==> src/rtl/uart_io_pkg.sv <==
// Shared encodings for the UART word/byte sequencer: size codes and TX/RX engine states.
package uart_io_pkg;

    localparam logic [1:0] SZ_1B = 2'b00;
    localparam logic [1:0] SZ_2B = 2'b01;
    localparam logic [1:0] SZ_3B = 2'b10;
    localparam logic [1:0] SZ_4B = 2'b11;

    typedef enum logic [1:0] {
        T_IDLE = 2'b00,
        T_SEND = 2'b01,
        T_DONE = 2'b10
    } tx_state_t;

    typedef enum logic [1:0] {
        R_IDLE    = 2'b00,
        R_COLLECT = 2'b01,
        R_DONE    = 2'b10
    } rx_state_t;

    // Byte idx of a word, idx 0 = least significant.
    function automatic logic [7:0] byte_sel(input logic [31:0] word, input logic [1:0] idx);
        return word[{idx, 3'b000} +: 8];
    endfunction

endpackage

==> src/rtl/uart_rx_fifo.sv <==
// Synchronous byte FIFO with registered read; rd_valid marks the byte popped on the previous cycle.
module uart_rx_fifo #(
    parameter int DEPTH = 16
) (
    input  logic       clk,
    input  logic       rstn,
    input  logic       push,
    input  logic [7:0] wr_data,
    input  logic       pop,
    output logic [7:0] rd_data,
    output logic       rd_valid,
    output logic       full,
    output logic       empty
);
    localparam int AW = $clog2(DEPTH);

    logic [7:0]  mem [DEPTH];
    logic [AW:0] wr_ptr_reg;
    logic [AW:0] rd_ptr_reg;
    logic [7:0]  rd_data_reg;
    logic        rd_valid_reg;
    logic        push_ok;
    logic        pop_ok;

    assign empty   = (wr_ptr_reg == rd_ptr_reg);
    assign full    = (wr_ptr_reg[AW] != rd_ptr_reg[AW]) &&
                     (wr_ptr_reg[AW-1:0] == rd_ptr_reg[AW-1:0]);
    assign push_ok = push && !full;
    assign pop_ok  = pop && !empty;

    // Storage and read register carry no reset so the array maps onto block RAM.
    always_ff @(posedge clk) begin
        if (push_ok) begin
            mem[wr_ptr_reg[AW-1:0]] <= wr_data;
        end
        if (pop_ok) begin
            rd_data_reg <= mem[rd_ptr_reg[AW-1:0]];
        end
    end

    always_ff @(posedge clk or negedge rstn) begin
        if (!rstn) begin
            wr_ptr_reg   <= '0;
            rd_ptr_reg   <= '0;
            rd_valid_reg <= 1'b0;
        end else begin
            if (push_ok) begin
                wr_ptr_reg <= wr_ptr_reg + 1'b1;
            end
            if (pop_ok) begin
                rd_ptr_reg <= rd_ptr_reg + 1'b1;
            end
            rd_valid_reg <= pop_ok;
        end
    end

    assign rd_data  = rd_data_reg;
    assign rd_valid = rd_valid_reg;

endmodule

==> src/rtl/uart_io_ctrl.sv <==
// Word-to-byte UART sequencer: independent TX (MSB-first serializer) and RX (assembler) engines.
// Optional RX byte buffer between PHY and RX engine is enabled with `define UART_RX_FIFO_EN.
module uart_io_ctrl
    import uart_io_pkg::*;
#(
    parameter int RX_FIFO_DEPTH = 16,
    parameter int TX_GAP        = 0
) (
    input  logic        clk,
    input  logic        rstn,
    input  logic        uart_wenable,
    input  logic [1:0]  uart_wsz,
    input  logic [31:0] uart_wd,
    output logic        uart_wdone,
    input  logic        uart_renable,
    input  logic [1:0]  uart_rsz,
    output logic [31:0] uart_rd,
    output logic        uart_rdone,
    output logic [7:0]  tx_data,
    output logic        tx_valid,
    input  logic        tx_ready,
    input  logic [7:0]  rx_data,
    input  logic        rx_valid,
    output logic        rx_ready,
    output logic        req_ovr
);
    localparam int GAP_W = (TX_GAP > 0) ? $clog2(TX_GAP + 1) : 1;

    tx_state_t          tx_state_reg, tx_state_next;
    logic [1:0]         tx_cnt_reg, tx_cnt_next;
    logic [31:0]        tx_word_reg, tx_word_next;
    logic [GAP_W-1:0]   tx_gap_reg, tx_gap_next;
    logic               tx_fire;

    rx_state_t          rx_state_reg, rx_state_next;
    logic [1:0]         rx_cnt_reg, rx_cnt_next;
    logic [23:0]        rx_sh_reg, rx_sh_next;
    logic [31:0]        rd_reg, rd_next;
    logic               rx_byte_valid;
    logic [7:0]         rx_byte;
    logic               req_ovr_reg;

    always_ff @(posedge clk or negedge rstn) begin
        if (!rstn) begin
            tx_state_reg <= T_IDLE;
            tx_cnt_reg   <= '0;
            tx_word_reg  <= '0;
            tx_gap_reg   <= '0;
            rx_state_reg <= R_IDLE;
            rx_cnt_reg   <= '0;
            rx_sh_reg    <= '0;
            rd_reg       <= '0;
            req_ovr_reg  <= 1'b0;
        end else begin
            tx_state_reg <= tx_state_next;
            tx_cnt_reg   <= tx_cnt_next;
            tx_word_reg  <= tx_word_next;
            tx_gap_reg   <= tx_gap_next;
            rx_state_reg <= rx_state_next;
            rx_cnt_reg   <= rx_cnt_next;
            rx_sh_reg    <= rx_sh_next;
            rd_reg       <= rd_next;
            if ((uart_wenable && tx_state_reg != T_IDLE) ||
                (uart_renable && rx_state_reg != R_IDLE)) begin
                req_ovr_reg <= 1'b1;
            end
        end
    end

    // TX engine: tx_cnt indexes the byte on the wire, counting down from wsz.
    always_comb begin
        tx_state_next = tx_state_reg;
        tx_cnt_next   = tx_cnt_reg;
        tx_word_next  = tx_word_reg;
        tx_gap_next   = tx_gap_reg;
        tx_valid      = (tx_state_reg == T_SEND) && (tx_gap_reg == '0);
        tx_fire       = tx_valid && tx_ready;
        uart_wdone    = (tx_state_reg == T_DONE);
        case (tx_state_reg)
            T_IDLE: begin
                if (uart_wenable) begin
                    tx_word_next  = uart_wd;
                    tx_cnt_next   = uart_wsz;
                    tx_gap_next   = '0;
                    tx_state_next = T_SEND;
                end
            end
            T_SEND: begin
                if (tx_gap_reg != '0) begin
                    tx_gap_next = tx_gap_reg - GAP_W'(1);
                end else if (tx_fire) begin
                    if (tx_cnt_reg == SZ_1B) begin
                        tx_state_next = T_DONE;
                    end else begin
                        tx_cnt_next = tx_cnt_reg - 2'd1;
                        tx_gap_next = GAP_W'(TX_GAP);
                    end
                end
            end
            T_DONE:  tx_state_next = T_IDLE;
            default: tx_state_next = T_IDLE;
        endcase
    end

    assign tx_data = byte_sel(tx_word_reg, tx_cnt_reg);

`ifdef UART_RX_FIFO_EN
    logic       rx_en_reg;
    logic       fifo_full;
    logic       fifo_empty;
    logic       fifo_pop;
    logic [2:0] rx_pop_left_reg, rx_pop_left_next;

    // Pops are budgeted separately from consumed bytes because the read takes a cycle.
    always_ff @(posedge clk or negedge rstn) begin
        if (!rstn) begin
            rx_en_reg       <= 1'b0;
            rx_pop_left_reg <= '0;
        end else begin
            rx_en_reg       <= 1'b1;
            rx_pop_left_reg <= rx_pop_left_next;
        end
    end

    always_comb begin
        rx_pop_left_next = rx_pop_left_reg;
        if (uart_renable && rx_state_reg == R_IDLE) begin
            rx_pop_left_next = {1'b0, uart_rsz} + 3'd1;
        end else if (fifo_pop) begin
            rx_pop_left_next = rx_pop_left_reg - 3'd1;
        end
    end

    assign rx_ready = rx_en_reg && !fifo_full;
    assign fifo_pop = (rx_state_reg == R_COLLECT) && !fifo_empty && (rx_pop_left_reg != 3'd0);

    uart_rx_fifo #(
        .DEPTH (RX_FIFO_DEPTH)
    ) u_rx_fifo (
        .clk      (clk),
        .rstn     (rstn),
        .push     (rx_valid && rx_ready),
        .wr_data  (rx_data),
        .pop      (fifo_pop),
        .rd_data  (rx_byte),
        .rd_valid (rx_byte_valid),
        .full     (fifo_full),
        .empty    (fifo_empty)
    );
`else
    logic cfg_unused;

    assign cfg_unused    = (RX_FIFO_DEPTH > 0);
    assign rx_ready      = (rx_state_reg == R_COLLECT);
    assign rx_byte_valid = rx_valid && rx_ready;
    assign rx_byte       = rx_data;
`endif

    // RX engine: shift register starts at zero so short transfers come out zero-extended.
    always_comb begin
        rx_state_next = rx_state_reg;
        rx_cnt_next   = rx_cnt_reg;
        rx_sh_next    = rx_sh_reg;
        rd_next       = rd_reg;
        uart_rdone    = (rx_state_reg == R_DONE);
        case (rx_state_reg)
            R_IDLE: begin
                if (uart_renable) begin
                    rx_cnt_next   = uart_rsz;
                    rx_sh_next    = '0;
                    rx_state_next = R_COLLECT;
                end
            end
            R_COLLECT: begin
                if (rx_byte_valid) begin
                    rx_sh_next = {rx_sh_reg[15:0], rx_byte};
                    if (rx_cnt_reg == SZ_1B) begin
                        rd_next       = {rx_sh_reg, rx_byte};
                        rx_state_next = R_DONE;
                    end else begin
                        rx_cnt_next = rx_cnt_reg - 2'd1;
                    end
                end
            end
            R_DONE:  rx_state_next = R_IDLE;
            default: rx_state_next = R_IDLE;
        endcase
    end

    assign uart_rd = rd_reg;
    assign req_ovr = req_ovr_reg;

endmodule

==> config.mk <==
export PLATFORM = sky130hd
export DESIGN_NAME = uart_io_ctrl
export DESIGN_NICKNAME = d
export VERILOG_FILES = /design/src/rtl/uart_io_pkg.sv /design/src/rtl/uart_rx_fifo.sv /design/src/rtl/uart_io_ctrl.sv
export SDC_FILE = /design/constraint.sdc
export NUM_CORES = 1
export LEC_CHECK = 0
export ABC_AREA = 1
export CAP_MARGIN = 20
export CORE_ASPECT_RATIO = 1.4
export CORE_MARGIN = 2
export CORE_UTILIZATION = 54
export DETAILED_ROUTE_END_ITERATION = 10
export MAX_ROUTING_LAYER = met4
export PLACE_DENSITY = 0.95
export SLEW_MARGIN = 20
export SYNTH_ARGS = -nofsm -noshare
export SYNTH_HDL_FRONTEND = slang
export SYNTH_SLANG_ARGS = --single-unit
==> constraint.sdc <==
create_clock -name clk -period 2.8 [get_ports clk]
set_input_delay 0.42 -clock clk [delete_from_list [all_inputs] [get_ports clk]]
set_output_delay 0.42 -clock clk [all_outputs]
set_load 0.02 [all_outputs]
# Word level (Yosys, flattened, before mapping)
# Cells that the tools add are included.
[word_totals]
ff_bits = 98
latch_bits = 0
mem_bits_rw = 0
romBits = 0
output_inout_bits = 45
n_memories = 0
[classes]
add_sub_neg = 3
mul = 0
div = 0
n_lt_le_gt_ge = 0
n_eq_ne = 13
shifts = 1
mux = 24
bitwise_logic = 1
reduce_logical = 22
[op_table]
columns = ["op", "n"]
rows = [
  ["2-to-1 mux 24 bit", 2],
  ["case mux 24 bit (2 select lines)", 1],
  ["indexed part select 32 x 6 -> 8 bit", 1],
  ["2-to-1 mux 2 bit", 14],
  ["case mux 2 bit (2 select lines)", 4],
  ["!= test 2 bit, second input constant", 6],
  ["AND reduction 3 bit", 3],
  ["zero test 2 bit", 4],
  ["AND reduction 4 bit", 2],
  ["nonzero test 2 bit", 4],
  ["!= test 2 x 1 -> 1 bit, second input constant", 3],
  ["logical AND 1 bit", 5],
  ["AND reduction 5 bit", 1],
  ["== test 2 x 1 -> 1 bit, second input constant", 2],
  ["== test 2 bit, second input constant", 2],
  ["AND reduction 2 bit", 2],
  ["subtractor 2 x 1 -> 2 bit, second input constant", 2],
  ["2-to-1 mux 1 bit", 2],
  ["case mux 1 bit (2 select lines)", 1],
  ["logical OR 1 bit", 1],
  ["NOT 1 bit", 1],
  ["subtractor 1 bit, second input constant", 1],
]

# Logic depth before layout (Yosys ltp)
[depth]
ltp_word = 6
mapped_depth = 9
depth_no_buf = 7

# Worst setup path after synthesis
# OpenSTA, ideal clock, no wires.
[synth_timing]
path_kind = "register -> output"
from = "register tx_cnt_reg[0]"
to = "output port tx_data[1]"
arrival_ns = 1.195
t_required_ns = 2.380
path_slack_ns = 1.185
path_stages_with_launch = 6
path_buffers = 2
cell_sequence = "dfrtp_1 buf_2 inv_1 buf_4 o21ai_0 o22ai_1"
[synth_via]
elab_chain_cells = 1
[synth_rtl]
columns = ["element", "line_no", "source"]
rows = [
  ["from (decl)", "uart_io_ctrl.sv:30", "logic [1:0] tx_cnt_reg, tx_cnt_next;"],
  ["from (signal assigned)", "uart_io_ctrl.sv:56", "tx_cnt_reg <= tx_cnt_next;"],
  ["indexed part select 32 x 6 -> 8 bit", "uart_io_pkg.sv:23", "return word[{idx, 3'b000} +: 8];"],
  ["to (decl)", "uart_io_ctrl.sv:19", "output logic [7:0] tx_data,"],
]
# No other way between the ends.

# Final worst setup path
[layout_timing]
from = "register tx_cnt_reg[0]"
to = "output port tx_data[5]"
# Same word-level chain as after synthesis.

==> results <==
- The worst setup path is launched from a register.
- The DRC violation count after routing is 0.
- The summed negative setup slack over all endpoints is 0 ps.
- Measured in cells, the most critical reg-to-reg path has a length of 6.
- The pre-antenna-repair detailed-routing pass consisted of 5 iterations.
- The global placement routability congestion is about 0.97.
- The capture instance of the worst register-to-register path is uart_rd[27].
- The share of total power dissipated in the clock network is 15.9%.
- The total half-perimeter wirelength after legalization and detailed placement is between 6 and 7 mm.
- The headroom to the max-slew limit is 51.9%.
- The flop-to-flop setup slack is roughly 1000 ps.
- Dividing the final minimum period by the clock period gives approximately 92%.
- Entering global routing, the biggest net connects 59 pins.
- The final non-filler cell area is approximately 0.0053 mm^2.
- In this run the deepest clock path goes through 2 buffers.
- The TritonCTS clock tree is built.
- STA classifies the critical path endpoint as an output pin.
- In this run the worst path has a maximum fanout of 17.
- The filler cells instantiated in the layout total between 500 and 600.
- The largest individual stage delay along the critical path comes from the cell sky130_fd_sc_hd__clkdlybuf4s50_1.
- The type of the worst setup path is reg2out.
- The maximum achievable frequency is between 0.3 and 0.4 GHz.
- The number of antenna violations at the first check in global routing is 0.
- The run finished with clean final reports.
- The number of CTS-inserted buffers is 9.
- The kind of path behind the tightest hold check is in2async.
- In the final layout, flip-flops and latches occupy ~0.0024 mm^2.
- The top cell types in the final layout, fill and taps aside, are sky130_fd_sc_hd__nand2_1, sky130_fd_sc_hd__dfrtp_1, sky130_fd_sc_hd__clkdlybuf4s50_1, sky130_fd_sc_hd__inv_1, sky130_fd_sc_hd__nand3_1.
- Dividing the detail-routed wire length by the instance count gives 15.0 um.
- The number of buffers and inverters on the critical path is 2.
- The largest clock skew in the final design is between 9 and 10 ps.
- The multi-input combinational cells in the finished layout cover a total of 0.00135 mm^2.
- The port buffer count is 94.
- For the pin with the worst max-slew slack, the measured transition is approximately 700 ps.
- In this run the number of cells on the critical path is 4.
- Setup repair after global routing left no endpoint under its margin.
- The number of synthesis warnings is 0.
- The CTS H-tree depth is 3.
- The wire length of the first global-routing pass is 15.5 mm.
- The total number of nets in the final design is 576.
- Across the VDD grid, the largest voltage drop is 0.727 mV.
- Across every metal layer, demand over resource in global routing totals 24.8%.
- Dividing total power by cell area gives a power density of around 1100 mW/mm^2.
- Setup violations remaining at the end of the flow were counted as 0.
- The hold violation count in the final report is 0.
- The floorplan die height is approximately 110 um.
- The die covers approximately 0.0083 mm^2.
- The cell leakage power is roughly 2.5 nW.
- After detailed placement, the total cell area comes to 0.00508 mm^2.
- The post-synthesis sequential area ratio is 59.0%.
- The final layout contains routed wiring with a total length of approximately 9.4 mm.
- The floorplan has 37 rows.
- Counting I/O delays and the setup requirement, the final critical path takes 2580 ps.
- The synthesized netlist contains 24 unique library cells.
- The leading cell type in the layout, fill and taps excluded is sky130_fd_sc_hd__nand2_1.
- The number of cells produced by synthesis is ~440.
- Using the TritonRoute via totals, the vias-per-cell ratio works out to ~5.4.
- The signal on the critical path passes through inv_1 > o21ai_0 > o22ai_1 > clkdlybuf4s50_1.
- The arrival time of the worst setup path is around 2200 ps.
- The category of cells accounting for the largest share of critical-path delay is buffers and inverters.
- The number of clock sinks is 97.
- The total chip power is between 6 and 7 mW.
- The average size of a mapped cell is about 9.4 um^2.
- The cell chosen for the clock root is sky130_fd_sc_hd__clkbuf_8.
- The post-synthesis instance area is 0.00412 mm^2.
- The later-pin clock latency in the skew report is 370 ps.
- The switching share of power is between 40% and 50%.
- The post-cts gate resize count is 0.
- Per report_power, the sequential group accounts for between 30 and 40% of the total.
- The final antenna-violating net count is 0.
- The post-synth net total is 490.
- 95 I/O pins were placed.
- The initial DRC count is between 300 and 400.
- After synthesis the netlist holds a flip-flop and latch count of 97.
- The worst path required time is roughly 2400 ps.
- Summed over all nets, the switching power comes to roughly 2.5 mW.
- The number of max-slew violations in the final report is 0.
- The startpoint of the lowest-slack register-to-register path is rx_cnt_reg[0].
- For this configuration, the core starts out at a cell density of 55.9%.
- The die is just under 80 um wide.
- The clock-pin slew reported for the worst setup and hold paths after clock tree synthesis is 100 ps.
- Buffers added to address setup during post-CTS repair amount to 0.
- The number of global-route vias before repair is roughly 3300.
- The count of hold-fix buffers inserted at cts is 0.
- The share of layout cells above drive strength 1 is between 10% and 20%.
- The area of the core is roughly 0.0074 mm^2.
- The combinational fraction of design power is 45.1%.
- The critical path starts at tx_cnt_reg[0].
- The worst-case hold slack is 107 ps.
- The longest individual stage delay on the worst path is between 600 and 700 ps.
- Relative to the synthesized area, the layout overhead comes to 28.6%.
- Following the worst setup path forward leads to its endpoint at tx_data[5].
- The internal portion of the total power is 3.54 mW.
- For this run the aggregate overflow at the end of global routing stands at 0.
- The number of antenna diodes in the final layout is 0.
- Max-cap violations in this run came to 0.
- The number of vias in the routed layout is about 3400.
[per-layer routing]
metal	vias up	part of all wire (%)	GRT usage, %
met5	-	0	-
met4	0	4.1	11.1
met3	29	6.9	6.88
met2	146	50	40.4
met1	1604	39	28.7
li1	1601	-	-
[power groups by stage]
stage               clock network [mW]  registers [mW]  logic, mW
floorplan                            0            2.41       1.64
global placement                     0            2.34       2.62
detailed placement                   0            2.36       2.71
CTS                              0.965            2.34       2.72
global route                      1.03            2.40       3.00
finish                           0.956            2.35       2.71
[worst min-delay path by stage]
stage / slack [ps] / start / depth (start not counted) / endpoint
detailed placement: 460 / tx_word_reg[14] / 2 / tx_word_reg[14]
finish: 110 / rstn / 1 / rx_sh_reg[1]
global route: 140 / rstn / 1 / uart_rd[2]
global placement: 450 / tx_word_reg[21] / 2 / tx_word_reg[21]
CTS: 120 / rstn / 1 / uart_rd[24]
floorplan: 120 / rstn / 0 / req_ovr
[metrics by stage]
stage,setup WS [ps],std cells,util [%]
after global routing,78.9,626,71.9
after detailed placement,657,610,69.0
after floorplan,1190,438,-
final,225,626,71.9
after CTS,233,626,71.9
after global placement,749,610,69.0
[Yosys cell counts (all sizes together)]
cell    count  share of area [%]
ha          2               0.61
dfrtp      97                 59
nand2     120                 11
o22ai      32                4.9
nor2       21                2.0
nand3b      1               0.18
clkbuf      7               0.67
buf        19                3.5
nor3        1               0.12
o21ai      54                8.7
inv        44                4.1
nand3      40                5.1
[worst reg2reg max path: stages (launching register included)]
cell and delay (ps):
sky130_fd_sc_hd__dfrtp_1 410, sky130_fd_sc_hd__inv_1 100, sky130_fd_sc_hd__ha_1 200, sky130_fd_sc_hd__nand3_2 430, sky130_fd_sc_hd__buf_4 400, sky130_fd_sc_hd__nand2_1 120
sky130_fd_sc_hd__o21ai_2 60
[area by class of cell]
| class | count | share of cell area, % |
|---|---|---|
| Inverter | 44 | 3.17 |
| Multi-Input combinational cell | 271 | 25.5 |
| Timing Repair Buffer | 101 | 19.2 |
| Tap cell | 97 | 2.29 |
| Clock buffer | 10 | 2.60 |
| Clock inverter | 6 | 1.39 |
| Sequential cell | 97 | 45.9 |
[kinds of logic after synthesis]
| kind of cell | Yosys count | synth area share, % |
|---|---|---|
| AOI/OAI and AO/OA | 86 | 13.5 |
| adders and majority gates | 2 | 0.608 |
| buffers and inverters | 70 | 8.27 |
| DFF | 97 | 59.0 |
| and+or+nand+nor | 183 | 18.6 |
No activity file was read; power rests on OpenSTA's default activity.
